[src/rtl/gelu_lane_dispatcher.sv]
// Serial-to-lane packer for the GELU lane array: clamps Q48.16 activations to
// the GELU working range and groups LANES consecutive elements into one masked vector.
module gelu_lane_dispatcher #(
    parameter int                     W         = 64,
    parameter int                     Q         = 16,
    parameter int                     LANES     = 8,
    parameter logic signed [W-1:0]    CLAMP_MAX = 64'sh0000_0000_0008_0000,
    parameter int                     CNT_W     = 16
) (
    input  logic                 clk,
    input  logic                 rst_n,
    input  logic                 s_valid,
    output logic                 s_ready,
    input  logic [W-1:0]         s_data,
    input  logic                 s_last,
    output logic                 v_valid,
    input  logic                 v_ready,
    output logic [LANES*W-1:0]   v_data,
    output logic [LANES-1:0]     v_mask,
    output logic                 v_last,
    input  logic                 sat_clr,
    output logic [CNT_W-1:0]     sat_count,
    output logic                 dbg_state_o
);

    localparam int IDX_W = $clog2(LANES);
    localparam logic signed [W-1:0] NEG_CLAMP = -CLAMP_MAX;
    localparam logic [IDX_W-1:0] LAST_IDX = IDX_W'(LANES - 1);

    generate
        if (Q >= W || LANES < 2 || LANES > 32 || (LANES & (LANES - 1)) != 0) begin : g_param_check
            $error("gelu_lane_dispatcher: unsupported parameter combination");
        end
    endgenerate

    // Valid/ready: a transfer happens on a rising edge where valid and ready
    // are both high. s_ready depends only on state, never on s_valid;
    // v_valid is held with stable v_data/v_mask/v_last until v_ready is seen.

    typedef enum logic {
        FILL = 1'b0,
        HOLD = 1'b1
    } state_t;

    state_t                state_q, state_d;
    logic [IDX_W-1:0]      idx_q, idx_d;
    logic [LANES*W-1:0]    lanes_q, lanes_d;
    logic [LANES-1:0]      mask_q, mask_d;
    logic                  last_q, last_d;
    logic [CNT_W-1:0]      sat_q, sat_d;

    logic                  accept;
    logic                  v_fire;
    logic                  vec_done;
    logic signed [W-1:0]   x_in;
    logic signed [W-1:0]   x_clamped;
    logic                  x_was_clamped;

    // Boundary values +/-CLAMP_MAX are inside the working range and pass through.
    always_comb begin
        x_in          = $signed(s_data);
        x_clamped     = x_in;
        x_was_clamped = 1'b0;
        if (x_in > CLAMP_MAX) begin
            x_clamped     = CLAMP_MAX;
            x_was_clamped = 1'b1;
        end else if (x_in < NEG_CLAMP) begin
            x_clamped     = NEG_CLAMP;
            x_was_clamped = 1'b1;
        end
    end

    assign accept   = s_valid & s_ready;
    assign v_fire   = v_valid & v_ready;
    assign vec_done = accept & ((idx_q == LAST_IDX) | s_last);

    always_ff @(posedge clk or negedge rst_n) begin
        if (!rst_n) begin
            state_q <= FILL;
        end else begin
            state_q <= state_d;
        end
    end

    always_comb begin
        state_d = state_q;
        case (state_q)
            FILL:    if (vec_done) state_d = HOLD;
            HOLD:    if (v_ready)  state_d = FILL;
            default: state_d = FILL;
        endcase
    end

    always_comb begin
        s_ready = 1'b0;
        v_valid = 1'b0;
        case (state_q)
            FILL:    s_ready = 1'b1;
            HOLD:    v_valid = 1'b1;
            default: s_ready = 1'b0;
        endcase
    end

    // Lane buffer is wiped on handover so a following partial vector shows zeros in unused lanes.
    always_comb begin
        idx_d   = idx_q;
        lanes_d = lanes_q;
        mask_d  = mask_q;
        last_d  = last_q;
        if (v_fire) begin
            lanes_d = '0;
            mask_d  = '0;
            last_d  = 1'b0;
        end else if (accept) begin
            lanes_d[idx_q*W +: W] = x_clamped;
            mask_d[idx_q]         = 1'b1;
            if (vec_done) begin
                idx_d  = '0;
                last_d = s_last;
            end else begin
                idx_d  = idx_q + 1'b1;
            end
        end
    end

    always_comb begin
        sat_d = sat_q;
        if (sat_clr) begin
            sat_d = '0;
        end else if (accept && x_was_clamped && (sat_q != '1)) begin
            sat_d = sat_q + 1'b1;
        end
    end

    always_ff @(posedge clk or negedge rst_n) begin
        if (!rst_n) begin
            idx_q   <= '0;
            lanes_q <= '0;
            mask_q  <= '0;
            last_q  <= 1'b0;
            sat_q   <= '0;
        end else begin
            idx_q   <= idx_d;
            lanes_q <= lanes_d;
            mask_q  <= mask_d;
            last_q  <= last_d;
            sat_q   <= sat_d;
        end
    end

    assign v_data      = lanes_q;
    assign v_mask      = mask_q;
    assign v_last      = last_q;
    assign sat_count   = sat_q;
    assign dbg_state_o = state_q;

endmodule

[config.mk]
export PLATFORM = sky130hd
export DESIGN_NAME = gelu_lane_dispatcher
export DESIGN_NICKNAME = d
export VERILOG_FILES = /design/src/rtl/gelu_lane_dispatcher.sv
export SDC_FILE = /design/constraint.sdc
export NUM_CORES = 1
export LEC_CHECK = 0
export BUFFER_PORTS_ARGS = -buffer_cell sky130_fd_sc_hd__buf_2
export CAP_MARGIN = 20
export CELL_PAD_IN_SITES_DETAIL_PLACEMENT = 1
export CELL_PAD_IN_SITES_GLOBAL_PLACEMENT = 2
export CORE_AREA = 2 2 270 272
export CTS_BUF_LIST = sky130_fd_sc_hd__clkbuf_8 sky130_fd_sc_hd__clkbuf_16
export CTS_CLUSTER_SIZE = 14
export DETAILED_ROUTE_END_ITERATION = 16
export DIE_AREA = 0 0 272 274
export MAX_ROUTING_LAYER = met4
export PLACE_DENSITY_LB_ADDON = 0.1
export SLEW_MARGIN = 20
export SYNTH_ARGS = -nofsm -noshare
export SYNTH_HDL_FRONTEND = slang
export SYNTH_SLANG_ARGS = --single-unit
[constraint.sdc]
create_clock -name clk -period 2.3 [get_ports clk]
set_input_delay 0.46 -clock clk [delete_from_list [all_inputs] [get_ports clk]]
set_output_delay 0.46 -clock clk [all_outputs]
set_load 0.03 [all_outputs]
# Word level (Yosys, flattened, before mapping)
# Index checks and enable logic that the tools add are counted.
# Widths: inputs -> output; s select.
[classes]
addsub = 3
n_mux = 22
n_eq_ne = 2
shifts = 2
bitwise = 7
reduce_logical = 8
order_cmp = 4
[ops]
columns = ["op", "n"]
rows = [
  ["$mux 512", 2],
  ["$bwmux 512", 1],
  ["$shift 64x34->512 const A", 1],
  ["$shiftx 64x34->512", 1],
  ["$mux 64", 2],
  ["$gt 64x21->1 const B", 1],
  ["$lt 64x20->1 const B", 1],
  ["$neg 9->34", 1],
  ["$mux 16", 2],
  ["$add 16x1->16 const B", 1],
  ["$mux 8", 2],
  ["$ne 16x16->1 const B", 1],
  ["$mux 1", 10],
  ["$or 8x8->8", 1],
  ["$reduce_bool 2->1", 3],
  ["$lt 3x4->1 const B", 1],
  ["$reduce_and 2->1", 2],
  ["$add 3x1->3 const B", 1],
  ["$and 1x1->1", 3],
  ["$demux 1 s3", 1],
  ["$eq 3x3->1 const B", 1],
  ["$ge 3x1->1 const B", 1],
  ["$logic_and 1x1->1", 3],
  ["$mux 3", 1],
  ["3 further kinds", 4],
]
[word_totals]
output_inout_bits = 540
ff_bits = 541
in_bits = 70
elab_cells = 54

# Depth between registers and ports, before layout
# Gate-level depths: netlist (run 1).
[logic_depth]
ltp_word = 7
depth_mapped = 11
ltp_nobuf = 10

# Least setup slack after synthesis (run 1)
# No wires, ideal clock.
[synth_path]
path_type = "register to register"
start = "register idx_q[1]"
end = "register lanes_q[73] (netlist: v_data[73])"
arrival_time_ns = 2.387
path_slack_ns = -0.170
required_time_ns = 2.217
synth_period_minus_slack_ns = 2.470
stages_incl_launch_ff = 11
setup_time_ns = 0.083
n_path_buf = 2
path_cell_list = "dfrtp_1 -> inv_1 -> ha_1 -> ha_1 -> nor2b_1 -> buf_2 -> nor2b_1 -> a21oi_1 -> clkbuf_1 -> nand2_1 -> o21ai_0"
[synth_via]
elab_chain_cells = 5
elab_cells_between_ends = 6
cone_classes = "1 x add/sub; 2 x shift; 3 x mux"
[synth_lines]
columns = ["element", "line_no", "source"]
rows = [
  ["start: declaration", "46", "logic [IDX_W-1:0] idx_q, idx_d;"],
  ["start signal: assignment", "143", "idx_q <= idx_d;"],
  ["$neg 9->34 (*)", "115", "lanes_d[idx_q*W +: W] = x_clamped;"],
  ["$shiftx 64x34->512 or $shift 64x34->512 (tied branches)", "115", ""],
  ["$bwmux 512 (*)", "115", ""],
  ["$mux 512 (*)", "114", "end else if (accept) begin"],
  ["$mux 512 (*)", "110", "if (v_fire) begin"],
  ["end signal: assignment", "144", "lanes_q <= lanes_d;"],
  ["end: declaration", "47", "logic [LANES*W-1:0] lanes_q, lanes_d;"],
]
# Mark *: on every way between the ends. The rest lies on a longest branch, timed or not. The select of a mux whose other input is x is not followed.
# A chain may end at the register's enable or synchronous reset.

# Worst setup path after layout (run 1)
[layout_path]
start = "input s_data[1]"
end = "register sat_q[11] (netlist: sat_count[11])"
[layout_via]
elab_chain_cells = 6
elab_cells_between_ends = 7
cone_classes = "2 x order compare; 2 x mux; 3 x reduce/logical"
[layout_lines]
columns = ["element", "line_no", "source"]
rows = [
  ["start: declaration", "14", "input logic [W-1:0] s_data,"],
  ["$lt 64x20->1", "67", "end else if (x_in < NEG_CLAMP) begin"],
  ["$mux 1", "67", ""],
  ["$mux 1 (*)", "64", "if (x_in > CLAMP_MAX) begin"],
  ["$logic_and 1x1->1 (*) (2 in series)", "130", "end else if (accept && x_was_clamped && (sat_q != '1)) begin"],
  ["$reduce_bool 2->1 (no line) (*)", "-", ""],
  ["end signal: assignment", "147", "sat_q <= sat_d;"],
  ["end: declaration", "50", "logic [CNT_W-1:0] sat_q, sat_d;"],
]
# Mark *: on every way between the ends. The rest lies on a longest branch, timed or not.

==> summary.md, run 1 <==
| Metric | Value |
|---|---|
| Outcome | complete, but fails checks |
| Failing checks | setup timing |
| Hpwl dp | 67,100 um |
| DRC marker count from the first detailed-route iteration | 835 |
| Final net count | 2,801 |
| Fin. Hold Viols | 0 |
| RSZ-0062 raised after global routing | true |
| Initial antenna violation count | 7 |
| Fin crit share | 103% |
| First-pass GRT wire length | 134,000 um |
| Max Slew Vio Count | 0 |
| Arrival time at the worst endpoint | 2880 ps |
| Clock transition at the registers of the reported paths | 60 ps |
| Max Clk Rate | 420 MHz |
| Starting Density | 27.7% |
| Area of the multi-input gates | 6250 um^2 |
| Synth area leaders | dfrtp_1 68%, o21ai_0 13%, nand2_1 10%, clkbuf_1 2.0%, nor2_1 1.3% |
| Syn nets | 2,003 |
| P&R area growth vs syn | 44.0% |
| Fillers | 8,169 |
| Core Rows | 99 |
| Synth cell count leaders | 541 x dfrtp_1, 535 x nand2_1, 509 x o21ai_0 |
| FF+latch area | 13,500 um^2 |
| Final WS setup | -79.2 ps |
| DR DRC count | 0 |
| Vias in the first global route | 18,700 |
| Drt wl/cell | 25.4 um |
| Mapped Cells | 1,924 |
| Post-Syn Area | 19,900 um^2 |
| Syn. warnings | 0 |
| Core area | 72,000 um^2 |
| GRT Overall Usage | 25.2% |
| GPL Wtd Cong | 0.847 |
| Largest net degree at the start of global routing | 94 |
| CTS tree | done |
| First-pass DRT Iterations | 4 |
| I/O Buffers | 609 |
| Clock skew | 23.7 ps |
| Top FF cell, synth | dfrtp_1 |
| DIE AREA | 74,500 um^2 |
| Routed wire length | 94,700 um |
| Clock root cell | clkbuf_16 |
| DP Worst Slack | -809 ps |
| Post-route minimum period | 2380 ps |
| Sink Count | 541 |
| Sequential area share after synthesis | 68.0% |
| Yosys reg bits | 541 |
| Leak Pwr | 0.0151 uW |
| Number of synthesized flops with an enable pin | 0 |
| Hold Path Class | in -> reg |
| Most common cell in the netlist | dfrtp_1 |
| TritonCTS Buffers | 61 |
| VDD IR max | 0.613 mV |
| Share of cells above drive strength 1 | 35.9% |
| Max-cap violations | 0 |
| Final Non-Filler Cells | 3,737 |
| Clock Latency Late Sink | 630 ps |
| Post-route ant nets | 0 |
| Endpoints failing setup | 4 |
| Clock Path Buffers | 3 |
| # IOs | 610 |
| Rel. slew slack | 63.0% |
| Distinct cells, synth | 43 |
| Critical Path Start Type | input port |
| Critical Path RT | 2800 ps |
| # placed instances | 3,607 |
| Synthesized area per cell | 10.3 um^2 |
| Max H-tree Level | 2 |
| Critical setup path kind | in -> reg |
| Vias per cell | 4.82 |
| Total negative setup slack | -95.7 ps |
| Core Util, Final | 39.8% |
| Post-synth ARST share | 100% |
| Crit. End Element | flip-flop |
| Die Wd | 272 um |
| Die Span Y | 274 um |
| Via count | 18,000 |
| Power per cell area | 849 nW/um^2 |
| Yosys top cell by area | dfrtp_1 |
| Crit-path max FO | 5 |
| Synth top area share | 68.0% |
| Slew @ Worst Pin | 555 ps |
| Final Power | 24,300 uW |
| Gr ovfl total | 0 |
## path summary, 6_finish.rpt
kind                       startpoint       endpoint  slack (ps)  cells after the start
min reg2reg                v_data[51]     v_data[51]         470                      2
min                           v_ready         v_last          80                      2
max in group asynchronous       rst_n    v_data[274]        1040                      3
max reg2reg                  idx_q[0]    v_data[382]         100                     11
max                         s_data[1]  sat_count[11]         -80                     10
min in group asynchronous       rst_n    v_data[185]         350                      2
## cell families (layout without fill, tap and decap cells)
family                     Yosys count  after routing  share of synthesized area (%)
AOI/OAI and AO/OA                  550            550                           14.4
xor gates and xnor gates             1              1                         0.0440
adders and majority gates            9              9                          0.566
buffers and inverters              121            969                           2.33
DFF                                541            541                           68.0
muxes                                9              9                          0.503
other                                0              6                              0
and+or+nand+nor                    693            693                           14.1
## power by group
part           switching (uW)  internal (uW)  total (uW)
Combinational            2910           1140        4050
Sequential                279          10000       10300
Clock                    4090           5910       10000
Total                    7280          17100       24300
## per-stage QoR
step                hold WS [ps]  area (um^2)
finish                      75.3        28700
global route                57.4        28600
CTS                         30.5        28300
detailed placement           402        26100
global placement             395        26100
floorplan                    164        19900
## layout make-up
cell class / instances / area share, %
Timing Repair Buffer: 845 / 19.4
Sequential cell: 541 / 47.2
Inverter: 11 / 0.144
Tap cell: 959 / 4.19
Antenna cell: 6 / 0.0524
Clock buffer: 76 / 6.13
Multi-Input combinational cell: 1262 / 21.8
Clock inverter: 37 / 1.07
## layer usage
layer / routed length [um] / part of all wire (%) / vias to the layer above / global-route usage [%]
li1: - / - / 8101 / -
met1: 40600 / 43 / 9201 / 32.3
met2: 45000 / 47 / 542 / 39.9
met3: 5680 / 6.0 / 161 / 5.08
met4: 3480 / 3.7 / 0 / 8.78
met5: 0 / 0 / - / -
## critical path, stage by stage
cell and delay (ps):
buf_2 120, nor4_4 310, nand4_1 280, buf_6 220, o41a_1 440, o31a_1 390
buf_6 150, clkbuf_16 150, nand3_4 70, mux2_4 290
## cell usage in the layout (no fill, tap or decap), types with 3 or more instances in the layout
cell / instances
clkinvlp_4: 5
a32o_1: 6
bufinv_16: 5
o21ai_1: 7
nand3_1: 9
nand4_1: 19
buf_12: 46
diode_2: 6
a21oi_1: 6
a21oi_4: 6
dfrtp_1: 541
or3_1: 5
buf_2: 601
ha_1: 7
o21ai_0: 502
inv_1: 26
nand3_4: 6
buf_4: 182
nor4_1: 6
nor4_2: 11
nor2_1: 67
clkinv_2: 10
nor2b_1: 10
a22o_1: 7
buf_8: 3
buf_6: 6
and3_1: 5
mux2_2: 6
nand2_2: 3
clkbuf_8: 13
nand2_1: 532
clkbuf_16: 68
## timing repair
item,CTS,global route
gates cloned,0,5
buffers inserted,1,5
pin swaps,6,13
hold buffers,1,0
endpoints found under the setup margin,441,496
gates resized for setup,10,51
endpoints found under the hold margin,25,0
## state kept, by name, summed over array words and instances, names as in the netlist
signal,count
v_data,512
sat_count,16
v_mask,8
idx_q,3
dbg_state_o,1
v_last,1
No activity file was read; power rests on OpenSTA's default activity.
==> run 2, diff against run 1 <==
- ABC_AREA: default -> 1
- CORE_AREA: 2 2 270 272 -> 2 2 294 296
- DIE_AREA: 0 0 272 274 -> 0 0 296 298
- PLACE_DENSITY: default -> 0.74
- PLACE_DENSITY_LB_ADDON: 0.1 -> default
==> run 2 against run 1 <==
The run now ends clean. Critical path type unchanged. Hold slack gained 42 ps. Critical path depth is 3 higher. Setup slack better by 84 ps. Area after synthesis increased by 18%. Sequential share of layout area shrank 5.5 points. Critical endpoint is now v_data[166].
==> summary.md, run 2 <==
| Metric | Value |
|---|---|
| Slowest-stage cell, CP | ha_4 (was o41a_1) |
| Max H-tree Level | 3 (was 2) |
| Met3 GRT Util | 4.23% (was 5.08%) |
| Area post-placement | 29,900 um^2 (was 26,100 um^2) |
| Total negative setup slack | 0 ps (was -95.7 ps) |
| Post-route minimum period | 2290 ps (was 2380 ps) |
| DRC marker count from the first detailed-route iteration | 1,401 (was 835) |
| GRT Overall Usage | 25.6% (was 25.2%) |
| Gr ovfl total | 0 (unchanged) |
| Worst flop-to-flop path endpoint | v_data[309] (was v_data[382]) |
| Reg2reg start | idx_q[0] (unchanged) |
| Hpwl dp | 79,800 um (was 67,100 um) |
| Core Util, Final | 38.2% (was 39.8%) |
| Die Span Y | 298 um (was 274 um) |
| Design area | 32,400 um^2 (was 28,700 um^2) |
| DR DRC count | 0 (unchanged) |
| Post-Syn Area | 23,600 um^2 (was 19,900 um^2) |
| Most common cell in the netlist | nand2_1 (was dfrtp_1) |
| Critical setup path kind | in -> reg (unchanged) |
| Max Slew Vio Count | 0 (unchanged) |
| # IOs | 610 (unchanged) |
| Share of cells above drive strength 1 | 30.7% (was 35.9%) |
| Sink Count | 541 (unchanged) |
| Largest register FFs | 512 (unchanged) |
| I/O Buffers | 609 (unchanged) |
| Via count | 23,400 (was 18,000) |
| Critical Path Start Type | input port (unchanged) |
| Core area | 84,900 um^2 (was 72,000 um^2) |
| Clock root cell | clkbuf_16 (unchanged) |
| CP Cell Sequence | buf_2 -> nand4_1 -> nor4_2 -> buf_4 -> nand3_4 -> ha_4 -> buf_6 -> or2_2 -> nand4_1 -> buf_4 -> nor2_1 -> nand2_1 -> nand2_1 (was buf_2 -> nor4_4 -> nand4_1 -> buf_6 -> o41a_1 -> o31a_1 -> buf_6 -> clkbuf_16 -> nand3_4 -> mux2_4) |
| CTS tree | done (unchanged) |
| Leak Pwr | 0.0183 uW (was 0.0151 uW) |
| Initial antenna violation count | 5 (was 7) |
| Arrival time at the worst endpoint | 2830 ps (was 2880 ps) |
| Number of synthesized flops with an enable pin | 0 (unchanged) |
| Clock skew | 24.1 ps (was 23.7 ps) |
| Die Wd | 296 um (was 272 um) |
| Min Hold Slack | 118 ps (was 75.3 ps) |
| Post-synth ARST share | 100% (unchanged) |
| First-pass GRT wire length | 164,000 um (was 134,000 um) |
| Yosys reg bits | 541 (unchanged) |
| Clock Latency Late Sink | 610 ps (was 630 ps) |
| Vias in the first global route | 23,700 (was 18,700) |
| RSZ-0062 raised after global routing | true (unchanged) |
| Hold Path Class | in -> reg (unchanged) |
| First-pass DRT Iterations | 7 (was 4) |
| Largest net degree at the start of global routing | 143 (was 94) |
| Vias per cell | 4.91 (was 4.82) |
| Starting Density | 27.8% (was 27.7%) |
| Critical Path Start | s_data[31] (was s_data[1]) |
| Top FF cell, synth | dfrtp_1 (unchanged) |
| P&R area growth vs syn | 37.7% (was 44.0%) |
| Mapped Cells | 2,825 (was 1,924) |
| Final Power | 33,300 uW (was 24,300 uW) |
| Slew @ Worst Pin | 842 ps (was 555 ps) |
| Post-route ant nets | 0 (unchanged) |
| CP delay by family, top | simple AND/OR/NAND/NOR gates (was compound AO/OA/AOI/OAI gates) |
| Setup crit end | v_data[166] (was sat_count[11]) |
| Crit. End Element | flip-flop (unchanged) |
| Syn nets | 2,904 (was 2,003) |
| R2R Setup Slk | 140 ps (was 100 ps) |
| Distinct cells, synth | 34 (was 43) |
| Outcome | finished, final reports clean (was complete, but fails checks) |
| Yosys top cell by area | dfrtp_1 (unchanged) |
| Reg2reg path depth | 8 (was 11) |
| Max Clk Rate | 436 MHz (was 420 MHz) |
| Fin. Hold Viols | 0 (unchanged) |
| Core Rows | 107 (was 99) |
| WP depth | 13 (was 10) |
| Routed wire length | 111,000 um (was 94,700 um) |
| Final net count | 3,644 (was 2,801) |
| Commonest non-fill, non-tap cell in the layout | nand2_1 (was buf_2) |
| Max-cap violations | 0 (unchanged) |
| Synth cell count leaders | 1,011 x nand2_1, 541 x dfrtp_1, 469 x nand3_1 (was 541 x dfrtp_1, 535 x nand2_1, 509 x o21ai_0) |
| Sequential area share after synthesis | 57.4% (was 68.0%) |
| Rel. slew slack | 43.8% (was 63.0%) |
| TritonCTS Buffers | 67 (was 61) |
| Clock transition at the registers of the reported paths | 60 ps (about the same) |
| GPL Wtd Cong | 0.858 (was 0.847) |
| DIE AREA | 88,200 um^2 (was 74,500 um^2) |
| Crit path largest cell delay | 320 ps (was 440 ps) |
| Synth top area share | 57.4% (was 68.0%) |
| Synth area leaders | dfrtp_1 57%, nand2_1 16%, nand3_1 10%, nor2_1 3.4%, o21ai_0 2.3% (was dfrtp_1 68%, o21ai_0 13%, nand2_1 10%, clkbuf_1 2.0%, nor2_1 1.3%) |
| Buf/Inv on CP | 4 (unchanged) |
| VDD IR max | 0.974 mV (was 0.613 mV) |
| Endpoints failing setup | 0 (was 4) |
| Fin crit share | 99.8% (was 103%) |
| Crit-path max FO | 25 (was 5) |
| Critical Path RT | 2840 ps (was 2800 ps) |
| Commonest cells after routing, fill and taps aside | 1,008 x nand2_1, 608 x buf_2, 540 x dfrtp_1 (was 601 x buf_2, 541 x dfrtp_1, 532 x nand2_1) |
| Fillers | 10,300 (was 8,169) |
| Syn. warnings | 0 (unchanged) |
| Drt wl/cell | 23.4 um (was 25.4 um) |
| Most Crowded Layer GR | met2 (unchanged) |
| Synthesized area per cell | 8.34 um^2 (was 10.3 um^2) |
| Power per cell area | 1030 nW/um^2 (was 849 nW/um^2) |
| Clock Path Buffers | 3 (unchanged) |
| Met2 usage | 38.5% (was 39.9%) |
| Met1 Use GR | 35.6% (was 32.3%) |
[run 2: where the power goes]
group	leakage (uW)	switching [uW]	internal [uW]
clock	0.00111	4410	6210
sequential	0.00753	548	10300
combinational	0.00968	8820	2980
[run 2: cell type report]
| class | count | area [um^2] | share of cell area [%] |
|---|---|---|---|
| Sequential cell | 541 | 13500 | 41.7 |
| Multi-Input combinational cell | 2021 | 9280 | 28.6 |
| Timing Repair Buffer | 881 | 5810 | 17.9 |
| Clock buffer | 82 | 1910 | 5.87 |
| Tap cell | 1144 | 1430 | 4.41 |
| Clock inverter | 31 | 264 | 0.814 |
| Inverter | 53 | 209 | 0.644 |
| Antenna cell | 5 | 12.5 | 0.0386 |
[run 2: repair_timing]
item	4_1_cts	5_1_grt
pin swaps	4	13
endpoints found under the setup margin	118	282
gates resized for setup	10	58
setup buffers	1	4
hold endpoints to repair	24	0
hold buffers	1	0
gates cloned	1	2
[run 2: cell families (layout without fill, tap and decap cells)]
family	Yosys count	in the layout	share of synthesized area [%]
and+or+nand+nor	1844	1845	33.4
DFF	541	541	57.4
buffers and inverters	264	1047	4.61
AOI/OAI and AO/OA	155	155	3.59
xor gates and xnor gates	12	12	0.446
adders and majority gates	9	9	0.478
other	0	5	0
[run 2: layer usage]
metal  up-vias  part of all wire (%)
met3       127                   5.7
met4         0                   2.4
met1     11900                    47
li1      10700                     -
met2       677                    45
met5         -                     0
[run 2: worst min path at each step]
stage / from / end / slack [ps] / depth (start not counted)
2_1_floorplan: rst_n / dbg_state_o / 160 / 0
3_3_place_gp: rst_n / v_data[79] / 390 / 1
3_5_place_dp: rst_n / v_data[79] / 390 / 1
4_1_cts: v_ready / dbg_state_o / 70 / 2
5_1_grt: v_ready / dbg_state_o / 110 / 2
6_report: v_ready / dbg_state_o / 120 / 2
[run 2: per-stage QoR]
step                      setup WS (ps)  std cells
after floorplan                   -95.1       2825
after global placement            -1690       4630
after detailed placement           -808       4631
after CTS                          7.19       4747
after global routing              -65.7       4758
final                              5.18       4758
[run 2: worst reg2reg max path, stage by stage, from the launching register on]
cell	delay [ps]
dfrtp_2	380
inv_4	70
ha_4	170
ha_4	300
nand2_2	70
or4_4	530
buf_4	280
nand3_1	140
o21ai_0	100
==> run 3, diff against run 2 <==
- CTS_BUF_LIST: sky130_fd_sc_hd__clkbuf_8 sky130_fd_sc_hd__clkbuf_16 -> default
==> run 3 against run 2 <==
Die area unchanged. Count of clock-buffer cells in the layout grew 12. Routed wire length about the same. Combinational power is essentially flat. Critical path depth is the same. Maximum frequency about the same. Cell count barely moved. Flip-flop and latch count is the same. Clock power barely moved. Core utilization hardly changed. Highest routed layer unchanged.
==> summary.md, run 3 (synthesized netlist as in run 2, its figures left out) <==
| Metric | Value |
|---|---|
| Vias per cell | 4.91 (about the same) |
| Leak Pwr | 0.0183 uW (about the same) |
| Gr ovfl total | 0 (unchanged) |
| Final net count | 3,644 (unchanged) |
| Crit-path max FO | 25 (unchanged) |
| Clock Latency Late Sink | 610 ps (about the same) |
| Routed wire length | 111,000 um (about the same) |
| Crit path largest cell delay | 320 ps (about the same) |
| Final WS setup | 2.97 ps (was 5.18 ps) |
| P&R area growth vs syn | 37.7% (about the same) |
| First-pass DRT Iterations | 7 (unchanged) |
| Max-cap violations | 0 (unchanged) |
| Vias in the first global route | 23,700 (unchanged) |
| # IOs | 610 (unchanged) |
| Worst flop-to-flop path endpoint | v_data[309] (unchanged) |
| GRT Overall Usage | 25.6% (unchanged) |
| DR DRC count | 0 (unchanged) |
| Core area | 84,900 um^2 (unchanged) |
| Rel. slew slack | 44.2% (was 43.8%) |
| Slew @ Worst Pin | 837 ps (was 842 ps) |
| First-pass GRT wire length | 164,000 um (unchanged) |
| Min-delay src | v_ready (unchanged) |
| Die Span Y | 298 um (unchanged) |
| DIE AREA | 88,200 um^2 (unchanged) |
| CP Cell Sequence | buf_2 -> nand4_1 -> nor4_2 -> buf_4 -> nand3_4 -> ha_4 -> buf_6 -> or2_2 -> nand4_1 -> buf_4 -> nor2_1 -> nand2_1 -> nand2_1 (unchanged) |
| DP Worst Slack | -808 ps (unchanged) |
| Commonest cells after routing, fill and taps aside | 1,008 x nand2_1, 608 x buf_2, 540 x dfrtp_1 (unchanged) |
| Critical setup path kind | in -> reg (unchanged) |
| Largest register FFs | 512 (unchanged) |
| CP delay by family, top | simple AND/OR/NAND/NOR gates (unchanged) |
| TritonCTS Buffers | 67 (unchanged) |
| Drt wl/cell | 23.4 um (about the same) |
| Clock skew | 24.0 ps (was 24.1 ps) |
| Hold Path Class | in -> reg (unchanged) |
| Post-route ant nets | 0 (unchanged) |
| Hold path depth | 2 (unchanged) |
| Slowest-stage cell, CP | ha_4 (unchanged) |
| Clock root cell | clkbuf_16 (unchanged) |
| Reg2reg start | idx_q[0] (unchanged) |
| Starting Density | 27.8% (unchanged) |
| Core Rows | 107 (unchanged) |
| Max H-tree Level | 3 (unchanged) |
| Hpwl dp | 79,800 um (unchanged) |
| Share of cells above drive strength 1 | 30.7% (unchanged) |
| Endpoints failing setup | 0 (unchanged) |
| Clock transition at the registers of the reported paths | 60 ps (about the same) |
| Sink Count | 541 (unchanged) |
| Final Power | 33,300 uW (about the same) |
| Buf/Inv on CP | 4 (unchanged) |
| Clock Path Buffers | 3 (unchanged) |
| RSZ-0062 raised after global routing | true (unchanged) |
| Largest net degree at the start of global routing | 143 (unchanged) |
| CTS tree | done (unchanged) |
| Max Slew Vio Count | 0 (unchanged) |
| Via count | 23,400 (about the same) |
| Critical Path Start Type | input port (unchanged) |
| DRC marker count from the first detailed-route iteration | 1,382 (was 1,401) |
| I/O Buffers | 609 (unchanged) |
| Hold EP | dbg_state_o (unchanged) |
| Fin. Hold Viols | 0 (unchanged) |
| Die Wd | 296 um (unchanged) |
| Fin crit share | 99.9% (was 99.8%) |
| Power per cell area | 1030 nW/um^2 (about the same) |
| Crit. End Element | flip-flop (unchanged) |
| Initial antenna violation count | 5 (unchanged) |
| Max Clk Rate | 435 MHz (was 436 MHz) |
| VDD IR max | 0.979 mV (was 0.974 mV) |
| Post-route minimum period | 2300 ps (was 2290 ps) |
| R2R Setup Slk | 140 ps (about the same) |
| GPL Wtd Cong | 0.858 (unchanged) |
| Arrival time at the worst endpoint | 2840 ps (was 2830 ps) |
| Critical Path RT | 2840 ps (about the same) |
| Reg2reg path depth | 8 (unchanged) |
| Fillers | 10,300 (about the same) |
| Commonest non-fill, non-tap cell in the layout | nand2_1 (unchanged) |
| Outcome | finished, final reports clean (unchanged) |
==> run 3: cell type report <==
| type | count | area [um^2] | share of cell area [%] |
|---|---|---|---|
| antenna | 6 | 15.0 | 0.0463 |
| clock buffer | 94 | 1950 | 6.01 |
| clock inverter | 19 | 219 | 0.675 |
| inverter | 53 | 209 | 0.644 |
| multi-input combinational | 2021 | 9280 | 28.6 |
| sequential | 541 | 13500 | 41.7 |
| tap | 1144 | 1430 | 4.41 |
| timing repair buffer | 881 | 5810 | 17.9 |
==> run 3: worst max-delay path by stage <==
stage	slack (ps)	start	to	cells past startpoint
global route	-70	s_data[31]	v_data[82]	14
finish	3	s_data[31]	v_data[166]	13
detailed placement	-810	s_data[31]	v_data[358]	13
global placement	-1690	s_data[30]	v_data[230]	12
floorplan	-100	idx_q[0]	v_data[310]	12
CTS	7	s_data[32]	v_data[216]	14
==> run 3: what timing repair did <==
| item | 4_1_cts | 5_1_grt |
|---|---|---|
| gates resized for setup | 10 | 58 |
| endpoints found under the setup margin | 117 | 283 |
| cloned | 1 | 2 |
| pin swaps | 4 | 13 |
| hold buffers | 1 | 0 |
| hold endpoints to repair | 24 | 0 |
| setup buffers | 1 | 4 |
==> run 3: stage by stage <==
step / hold WS [ps] / setup TNS, ps / instances / utilization, % / instance area (um^2)
5_1_grt: 109 / -560 / 4758 / 38.2 / 32400
4_1_cts: 67.0 / 0 / 4747 / 37.9 / 32200
3_5_place_dp: 390 / -287040 / 4631 / 35.3 / 29900
3_3_place_gp: 392 / -754480 / 4630 / 35.3 / 29900
2_1_floorplan: 164 / -2670 / 2825 / - / 23700
6_report: 115 / 0 / 4759 / 38.2 / 32500
==> run 3: per-layer routing <==
layer / track usage [%] / vias up / share of wire (%)
met5: - / - / 0
met3: 4.23 / 124 / 5.6
met2: 38.5 / 658 / 45
met4: 6.84 / 0 / 2.4
met1: 35.6 / 11900 / 47
li1: - / 10700 / -
==> run 3: report_power, final <==
group,internal (uW),leakage (uW),switching (uW)
Sequential,10300,0.00753,548
Clock,6260,0.00106,4410
Combinational,2980,0.00968,8820
